--- src/rtl/core_sequencer_if.sv ---
// Sequencer-facing bundle: memory handshake, datapath controls and status.
// The sequencer uses the master view; the surrounding system uses the slave view.
interface core_sequencer_if #(
  parameter int ADDR_W = 8
);
  logic              start;
  logic              mem_ready;
  logic [31:0]       mem_rdata;
  logic [31:0]       alu_result;
  logic [ADDR_W-1:0] mem_addr;
  logic              mem_read_en;
  logic              mem_write_en;
  logic [31:0]       ir;
  logic              rf_chip_en;
  logic              rf_write_en_n;
  logic              alu_src;
  logic              wb_sel;
  logic              busy;
  logic              halted;
  logic              illegal;
  logic [15:0]       retired;

  modport master (
    input  start, mem_ready, mem_rdata, alu_result,
    output mem_addr, mem_read_en, mem_write_en, ir, rf_chip_en, rf_write_en_n,
           alu_src, wb_sel, busy, halted, illegal, retired
  );

  modport slave (
    output start, mem_ready, mem_rdata, alu_result,
    input  mem_addr, mem_read_en, mem_write_en, ir, rf_chip_en, rf_write_en_n,
           alu_src, wb_sel, busy, halted, illegal, retired
  );
endinterface

--- src/rtl/core_sequencer.sv ---
// Multi-cycle fetch/decode/execute sequencer for a small RV32 subset.
// All outputs are registers loaded from the decode of the next state.
module core_sequencer #(
  parameter int ADDR_W = 8
) (
  input  logic            clk,
  input  logic            rst_n,
  core_sequencer_if.master bus
);

  typedef enum logic [2:0] {
    S_IDLE, S_FETCH, S_DECODE, S_EXECUTE, S_MEM, S_WRITEBACK, S_HALT
  } state_t;

  localparam logic [6:0] OP_R   = 7'b0110011;
  localparam logic [6:0] OP_I   = 7'b0010011;
  localparam logic [6:0] OP_LW  = 7'b0000011;
  localparam logic [6:0] OP_SW  = 7'b0100011;
  localparam logic [6:0] OP_SYS = 7'b1110011;

  state_t            state_q, state_d;
  logic [ADDR_W-1:0] pc_q, pc_d;
  logic [31:0]       ir_q, ir_d;
  logic [15:0]       retired_q, retired_d;
  logic              illegal_q, illegal_d;
  logic              retire_s;

  logic [ADDR_W-1:0] mem_addr_q, mem_addr_d;
  logic              mem_read_en_q, mem_read_en_d;
  logic              mem_write_en_q, mem_write_en_d;
  logic              rf_chip_en_q, rf_chip_en_d;
  logic              rf_write_en_n_q, rf_write_en_n_d;
  logic              alu_src_q, alu_src_d;
  logic              wb_sel_q, wb_sel_d;
  logic              busy_q, busy_d;
  logic              halted_q, halted_d;

  logic is_r_s, is_i_s, is_lw_s, is_sw_s, is_sys_s, legal_s;

  // ir only changes on a fetch-completion edge, so classify from the register
  assign is_r_s   = (ir_q[6:0] == OP_R);
  assign is_i_s   = (ir_q[6:0] == OP_I);
  assign is_lw_s  = (ir_q[6:0] == OP_LW);
  assign is_sw_s  = (ir_q[6:0] == OP_SW);
  assign is_sys_s = (ir_q[6:0] == OP_SYS);
  assign legal_s  = is_r_s | is_i_s | is_lw_s | is_sw_s | is_sys_s;

  always_comb begin
    state_d   = state_q;
    pc_d      = pc_q;
    ir_d      = ir_q;
    illegal_d = illegal_q;
    retire_s  = 1'b0;
    case (state_q)
      S_IDLE: begin
        if (bus.start) begin
          state_d = S_FETCH;
          pc_d    = '0;
        end else begin
          state_d = S_IDLE;
        end
      end
      S_FETCH: begin
        if (bus.mem_ready) begin
          ir_d    = bus.mem_rdata;
          state_d = S_DECODE;
        end else begin
          state_d = S_FETCH;
        end
      end
      S_DECODE: begin
        if (is_sys_s) begin
          state_d = S_HALT;
        end else if (!legal_s) begin
          state_d   = S_HALT;
          illegal_d = 1'b1;
        end else begin
          state_d = S_EXECUTE;
        end
      end
      S_EXECUTE: begin
        if (is_lw_s || is_sw_s) begin
          state_d = S_MEM;
        end else begin
          state_d = S_WRITEBACK;
        end
      end
      S_MEM: begin
        if (!bus.mem_ready) begin
          state_d = S_MEM;
        end else if (is_lw_s) begin
          state_d = S_WRITEBACK;
        end else begin
          state_d  = S_FETCH;
          retire_s = 1'b1;
        end
      end
      S_WRITEBACK: begin
        state_d  = S_FETCH;
        retire_s = 1'b1;
      end
      S_HALT:  state_d = S_HALT;
      default: state_d = S_IDLE;
    endcase

    if (retire_s) begin
      pc_d = pc_q + ADDR_W'(3'd4);
    end else begin
      pc_d = pc_d;
    end
    if (retire_s && (retired_q != 16'hFFFF)) begin
      retired_d = retired_q + 16'd1;
    end else begin
      retired_d = retired_q;
    end
  end

  // Output values the sequencer presents once it has entered state_d
  always_comb begin
    mem_addr_d      = '0;
    mem_read_en_d   = 1'b0;
    mem_write_en_d  = 1'b0;
    rf_chip_en_d    = 1'b0;
    rf_write_en_n_d = 1'b1;
    alu_src_d       = 1'b0;
    wb_sel_d        = 1'b0;
    busy_d          = 1'b0;
    halted_d        = 1'b0;
    case (state_d)
      S_FETCH: begin
        busy_d        = 1'b1;
        mem_addr_d    = pc_d;
        mem_read_en_d = 1'b1;
      end
      S_DECODE: begin
        busy_d       = 1'b1;
        rf_chip_en_d = 1'b1;
      end
      S_EXECUTE: begin
        busy_d       = 1'b1;
        rf_chip_en_d = 1'b1;
        alu_src_d    = ~is_r_s;
      end
      S_MEM: begin
        busy_d         = 1'b1;
        alu_src_d      = 1'b1;
        mem_addr_d     = bus.alu_result[ADDR_W-1:0];
        mem_read_en_d  = is_lw_s;
        mem_write_en_d = is_sw_s;
      end
      S_WRITEBACK: begin
        busy_d          = 1'b1;
        rf_chip_en_d    = 1'b1;
        wb_sel_d        = is_lw_s;
        rf_write_en_n_d = (ir_q[11:7] == 5'd0);
      end
      S_HALT:  halted_d = 1'b1;
      default: halted_d = 1'b0;
    endcase
  end

  // Sequencer state and registered outputs
  always_ff @(posedge clk or negedge rst_n) begin
    if (!rst_n) begin
      state_q         <= S_IDLE;
      pc_q            <= '0;
      ir_q            <= 32'd0;
      retired_q       <= 16'd0;
      illegal_q       <= 1'b0;
      mem_addr_q      <= '0;
      mem_read_en_q   <= 1'b0;
      mem_write_en_q  <= 1'b0;
      rf_chip_en_q    <= 1'b0;
      rf_write_en_n_q <= 1'b1;
      alu_src_q       <= 1'b0;
      wb_sel_q        <= 1'b0;
      busy_q          <= 1'b0;
      halted_q        <= 1'b0;
    end else begin
      state_q         <= state_d;
      pc_q            <= pc_d;
      ir_q            <= ir_d;
      retired_q       <= retired_d;
      illegal_q       <= illegal_d;
      mem_addr_q      <= mem_addr_d;
      mem_read_en_q   <= mem_read_en_d;
      mem_write_en_q  <= mem_write_en_d;
      rf_chip_en_q    <= rf_chip_en_d;
      rf_write_en_n_q <= rf_write_en_n_d;
      alu_src_q       <= alu_src_d;
      wb_sel_q        <= wb_sel_d;
      busy_q          <= busy_d;
      halted_q        <= halted_d;
    end
  end

  assign bus.mem_addr      = mem_addr_q;
  assign bus.mem_read_en   = mem_read_en_q;
  assign bus.mem_write_en  = mem_write_en_q;
  assign bus.ir            = ir_q;
  assign bus.rf_chip_en    = rf_chip_en_q;
  assign bus.rf_write_en_n = rf_write_en_n_q;
  assign bus.alu_src       = alu_src_q;
  assign bus.wb_sel        = wb_sel_q;
  assign bus.busy          = busy_q;
  assign bus.halted        = halted_q;
  assign bus.illegal       = illegal_q;
  assign bus.retired       = retired_q;

endmodule

--- src/flat_wrapper.sv ---
// flat-port wrapper written by rule: the top's interface ports become plain ports
module core_sequencer_flat 
#(
  parameter int ADDR_W = 8
)
  (clk, rst_n, bus_start, bus_mem_ready, bus_mem_rdata, bus_alu_result, bus_mem_addr, bus_mem_read_en, bus_mem_write_en, bus_ir, bus_rf_chip_en, bus_rf_write_en_n, bus_alu_src, bus_wb_sel, bus_busy, bus_halted, bus_illegal, bus_retired);
  core_sequencer_if #(.ADDR_W(ADDR_W)) bus_i ();
  input  logic clk;
  input  logic rst_n;
  input wire logic [$bits(bus_i.start)-1:0] bus_start;
  input wire logic [$bits(bus_i.mem_ready)-1:0] bus_mem_ready;
  input wire logic [$bits(bus_i.mem_rdata)-1:0] bus_mem_rdata;
  input wire logic [$bits(bus_i.alu_result)-1:0] bus_alu_result;
  output wire logic [$bits(bus_i.mem_addr)-1:0] bus_mem_addr;
  output wire logic [$bits(bus_i.mem_read_en)-1:0] bus_mem_read_en;
  output wire logic [$bits(bus_i.mem_write_en)-1:0] bus_mem_write_en;
  output wire logic [$bits(bus_i.ir)-1:0] bus_ir;
  output wire logic [$bits(bus_i.rf_chip_en)-1:0] bus_rf_chip_en;
  output wire logic [$bits(bus_i.rf_write_en_n)-1:0] bus_rf_write_en_n;
  output wire logic [$bits(bus_i.alu_src)-1:0] bus_alu_src;
  output wire logic [$bits(bus_i.wb_sel)-1:0] bus_wb_sel;
  output wire logic [$bits(bus_i.busy)-1:0] bus_busy;
  output wire logic [$bits(bus_i.halted)-1:0] bus_halted;
  output wire logic [$bits(bus_i.illegal)-1:0] bus_illegal;
  output wire logic [$bits(bus_i.retired)-1:0] bus_retired;
  assign bus_i.start = bus_start;
  assign bus_i.mem_ready = bus_mem_ready;
  assign bus_i.mem_rdata = bus_mem_rdata;
  assign bus_i.alu_result = bus_alu_result;
  assign bus_mem_addr = bus_i.mem_addr;
  assign bus_mem_read_en = bus_i.mem_read_en;
  assign bus_mem_write_en = bus_i.mem_write_en;
  assign bus_ir = bus_i.ir;
  assign bus_rf_chip_en = bus_i.rf_chip_en;
  assign bus_rf_write_en_n = bus_i.rf_write_en_n;
  assign bus_alu_src = bus_i.alu_src;
  assign bus_wb_sel = bus_i.wb_sel;
  assign bus_busy = bus_i.busy;
  assign bus_halted = bus_i.halted;
  assign bus_illegal = bus_i.illegal;
  assign bus_retired = bus_i.retired;
  core_sequencer #(.ADDR_W(ADDR_W)) u_core (.clk(clk), .rst_n(rst_n), .bus(bus_i));
endmodule
--- config.mk ---
export PLATFORM = sky130hd
export DESIGN_NAME = core_sequencer_flat
export DESIGN_NICKNAME = d
export VERILOG_FILES = /design/src/rtl/core_sequencer_if.sv /design/src/rtl/core_sequencer.sv /design/src/flat_wrapper.sv
export SDC_FILE = /design/constraint.sdc
export NUM_CORES = 1
export LEC_CHECK = 0
export CAP_MARGIN = 20
export CORE_MARGIN = 5
export CORE_UTILIZATION = 56
export DETAILED_ROUTE_END_ITERATION = 8
export DONT_BUFFER_PORTS = 1
export PLACE_DENSITY_LB_ADDON = 0.08
export SKIP_CTS_REPAIR_TIMING = 1
export SLEW_MARGIN = 5
export SYNTH_ARGS = -nofsm -noshare
export SYNTH_HDL_FRONTEND = slang
export SYNTH_SLANG_ARGS = --single-unit
--- constraint.sdc ---
create_clock -name clk -period 5.15 [get_ports clk]
set_input_delay 1.545 -clock clk [delete_from_list [all_inputs] [get_ports clk]]
set_output_delay 1.545 -clock clk [all_outputs]
set_load 0.05 [all_outputs]
==> summary.txt <==
Floorplanning
  • Die Span Y: 86.8 um
  • I/O pins: 133
  • Die Span X: 86.8 um
  • Starting density of the core: 0.567
  • Die ar.: 7530 sq um
  • Total core area: 5820 sq um
  • Rows: 28

Timing
  • Worst hold slack: 0.487 ns
  • Max Fclk: 0.376 GHz
  • Post-layout min period: 2.66 ns
  • Slew Viols, Final: 0
  • Slew HR: 0.388
  • RSZ-0062 raised after global routing: no
  • Final setup vio count: 0
  • Pin slew with the least headroom to its limit: 0.918 ns
  • Setup ws final: 2.49 ns
  • Final cycle utilization of the critical path: 0.517
  • Fin Setup TNS: 0 ns
  • Endpoints failing hold: 0
  • Clock Skew: 0.00937 ns

Routing
  • Drt total wl: 6430 um
  • Drt wl/cell: 19.1 um
  • Total iterations of the first detailed-routing run: 4
  • Post-route ant nets: 0
  • Vias per inst: 5.97
  • 1st-iter DRT viols: 113
  • Via count: 2011
  • Drt drc: 0

Synthesis
  • Post-synthesis sequential area ratio: 0.577
  • Top cell type's share of synthesized area: 0.569
  • Mapped cell area: 3300 sq um
  • Synth Area per Inst: 12.9 sq um
  • Area leader, netlist: dfrtp_1
  • Dominant synthesized flop cell: dfrtp_1
  • Ys Warns: 0
  • Number of synthesized flops with an enable pin: 0
  • Library cells used by synthesis: 52
  • Async S/R FF share, synth: 1.00
  • Synth Register Bits: 76
  • Area contributors post-synth: dfrtp_1, mux2_2, xnor2_1, xor2_1, a22o_1
  • Gate Count Post-Synth: 255
  • Mapped Nets: 325

CTS
  • CTS tree: done
  • Depth of the CTS H-tree: 3
  • Clock slew at reported path FFs: 0.08 ns
  • Clk_lat worst skew: 0.34 ns
  • Clock Path Buffers: 2
  • Clk root buf: clkbuf_8
  • CTS sink cnt: 76
  • Total CTS buffers: 9

Cells and area
  • Area grow syn2layout: 7.93%
  • Sequential Area: 1900 sq um
  • Antenna fix cells: 0
  • Commonest non-fill, non-tap cell in the layout: dfrtp_1
  • Final core occ: 0.612
  • Final #Nets: 327
  • Most frequent cells in the layout: dfrtp_1, mux2_2, nand2_1, nand3_1, clkbuf_8
  • Share of cells above drive strength 1: 0.240
  • Layout fillers: 468
  • Area of the multi-input gates: 1320 sq um

Min path
  • Hold wc startpoint: u_core.pc_q[7]
  • Hold/Removal Path Class: reg2reg
  • Worst hold stages: 1

Run
  • Max-Cap Viols: 0

Setup path
  • CP Launch Type: input port
  • CP Buf/Inv Count: 0
  • Worst-path fanout max: 11
  • Worst setup path start: bus_mem_ready
  • Worst reg2reg path depth: 5
  • Worst Path Required: 5.43 ns
  • Critical Path Slowest Stage Cell: a21oi_1
  • CP arrival: 2.94 ns
  • Worst setup EP type: register
  • Cell Chain, Critical Path: mux2i_1 -> o22ai_1 -> a21oi_1 -> and4b_1
  • Worst R2R Start: u_core.bus.ir[4]
  • Stages on worst setup path: 4
  • Kind of critical path: in2reg
  • Worst path top cell family by delay: compound AO/OA/AOI/OAI gates
  • Worst path max stage delay: 0.74 ns

GRT
  • Total track usage: 0.185
  • Vias in the first global route: 2133
  • First-pass GRT wire length: 10700 um
  • Gr ovfl total: 0
  • Initial antenna violation count: 0
  • Largest net degree at the start of global routing: 77

Run status
  • Status: finished clean

Placement
  • Worst slack, placed: 2.06 ns
  • Port Buffers: 0
  • RD Place Congestion: 0.775
  • Post-DP HPWL: 4510 um

Pwr
  • Peak supply drop: 176 uV
  • Power Total: 1.09 mW
  • Pwr per Cell Area: 306 nW/um^2
  • Pleak: 1.74 nW
-- worst paths after layout --
check / slack [ns] / to
min: 0.49 / u_core.pc_q[7]
max: 2.49 / u_core.bus.mem_write_en
min in group asynchronous: 0.89 / u_core.bus.retired[15]
max reg2reg: 2.58 / u_core.bus.mem_write_en
min reg2reg: 0.49 / u_core.pc_q[7]
max in group asynchronous: 4.06 / u_core.bus.rf_write_en_n
-- kinds of logic after synthesis --
family | after synthesis | share of synthesized area
flip-flops | 76 | 0.577
AND/OR/NAND/NOR | 69 | 0.130
AO/OA/AOI/OAI | 38 | 0.0910
multiplexers | 38 | 0.128
XOR/XNOR | 16 | 0.0425
buffers and inverters | 16 | 0.0239
adder cells (fa/ha/maj) | 2 | 0.00758
-- stage by stage --
stage | instance area, sq um | instances
finish | 3560 | 337
global route | 3560 | 337
CTS | 3560 | 337
detailed placement | 3340 | 321
global placement | 3340 | 321
floorplan | 3300 | 255
-- power by group --
| part | switching [mW] | internal (mW) |
|---|---|---|
| registers | 0 | 0.596 |
| logic | 0.00175 | 0.00160 |
| clock network | 0.219 | 0.273 |
| total | 0.220 | 0.871 |
-- synth_stat cells (2+ instances only) --
| library cell | instances |
|---|---|
| dfrtp_1 | 75 |
| mux2_2 | 33 |
| nand2_1 | 12 |
| nand3_1 | 9 |
| a21oi_1 | 8 |
| nor2_1 | 8 |
| xnor2_1 | 8 |
| xor2_1 | 8 |
| buf_2 | 7 |
| a22o_1 | 6 |
| and2_1 | 6 |
| inv_1 | 6 |
| mux2i_1 | 5 |
| nor3_1 | 5 |
| and3_1 | 4 |
| nand4_1 | 4 |
| a21o_1 | 3 |
| nor4_1 | 3 |
| o211ai_1 | 3 |
| a32o_1 | 2 |
| and2_0 | 2 |
| and4_4 | 2 |
| clkbuf_1 | 2 |
| ha_1 | 2 |
| nand4b_1 | 2 |
| o2111ai_1 | 2 |
| o21ai_0 | 2 |
| or4_1 | 2 |
-- area by class of cell --
class,instances,share of cell area
well taps,75,0.0264
clock inverters,6,0.0249
multi-input cells,163,0.370
repair buffers,1,0.00211
clock buffers,10,0.0358
flip-flops and latches,76,0.534
inverters,6,0.00632
-- per-layer routing --
layer / vias up / track usage / routed length (um) / share of wire
li1: 931 / - / - / -
met5: - / 0 / 0 / 0
met2: 84 / 0.277 / 3050 / 0.47
met3: 8 / 0.0751 / 568 / 0.088
met4: 0 / 0.0892 / 87 / 0.014
met1: 988 / 0.234 / 2720 / 0.42
-- state kept, by name, indices dropped and copies added, names as in the netlist, 3 cells and up --
name,cells
u_core.bus.ir,32
u_core.bus.retired,16
u_core.bus.mem_addr,8
u_core.pc_q,8
u_core.state_q,3
Note: power is estimated with default switching activity, not from simulation.
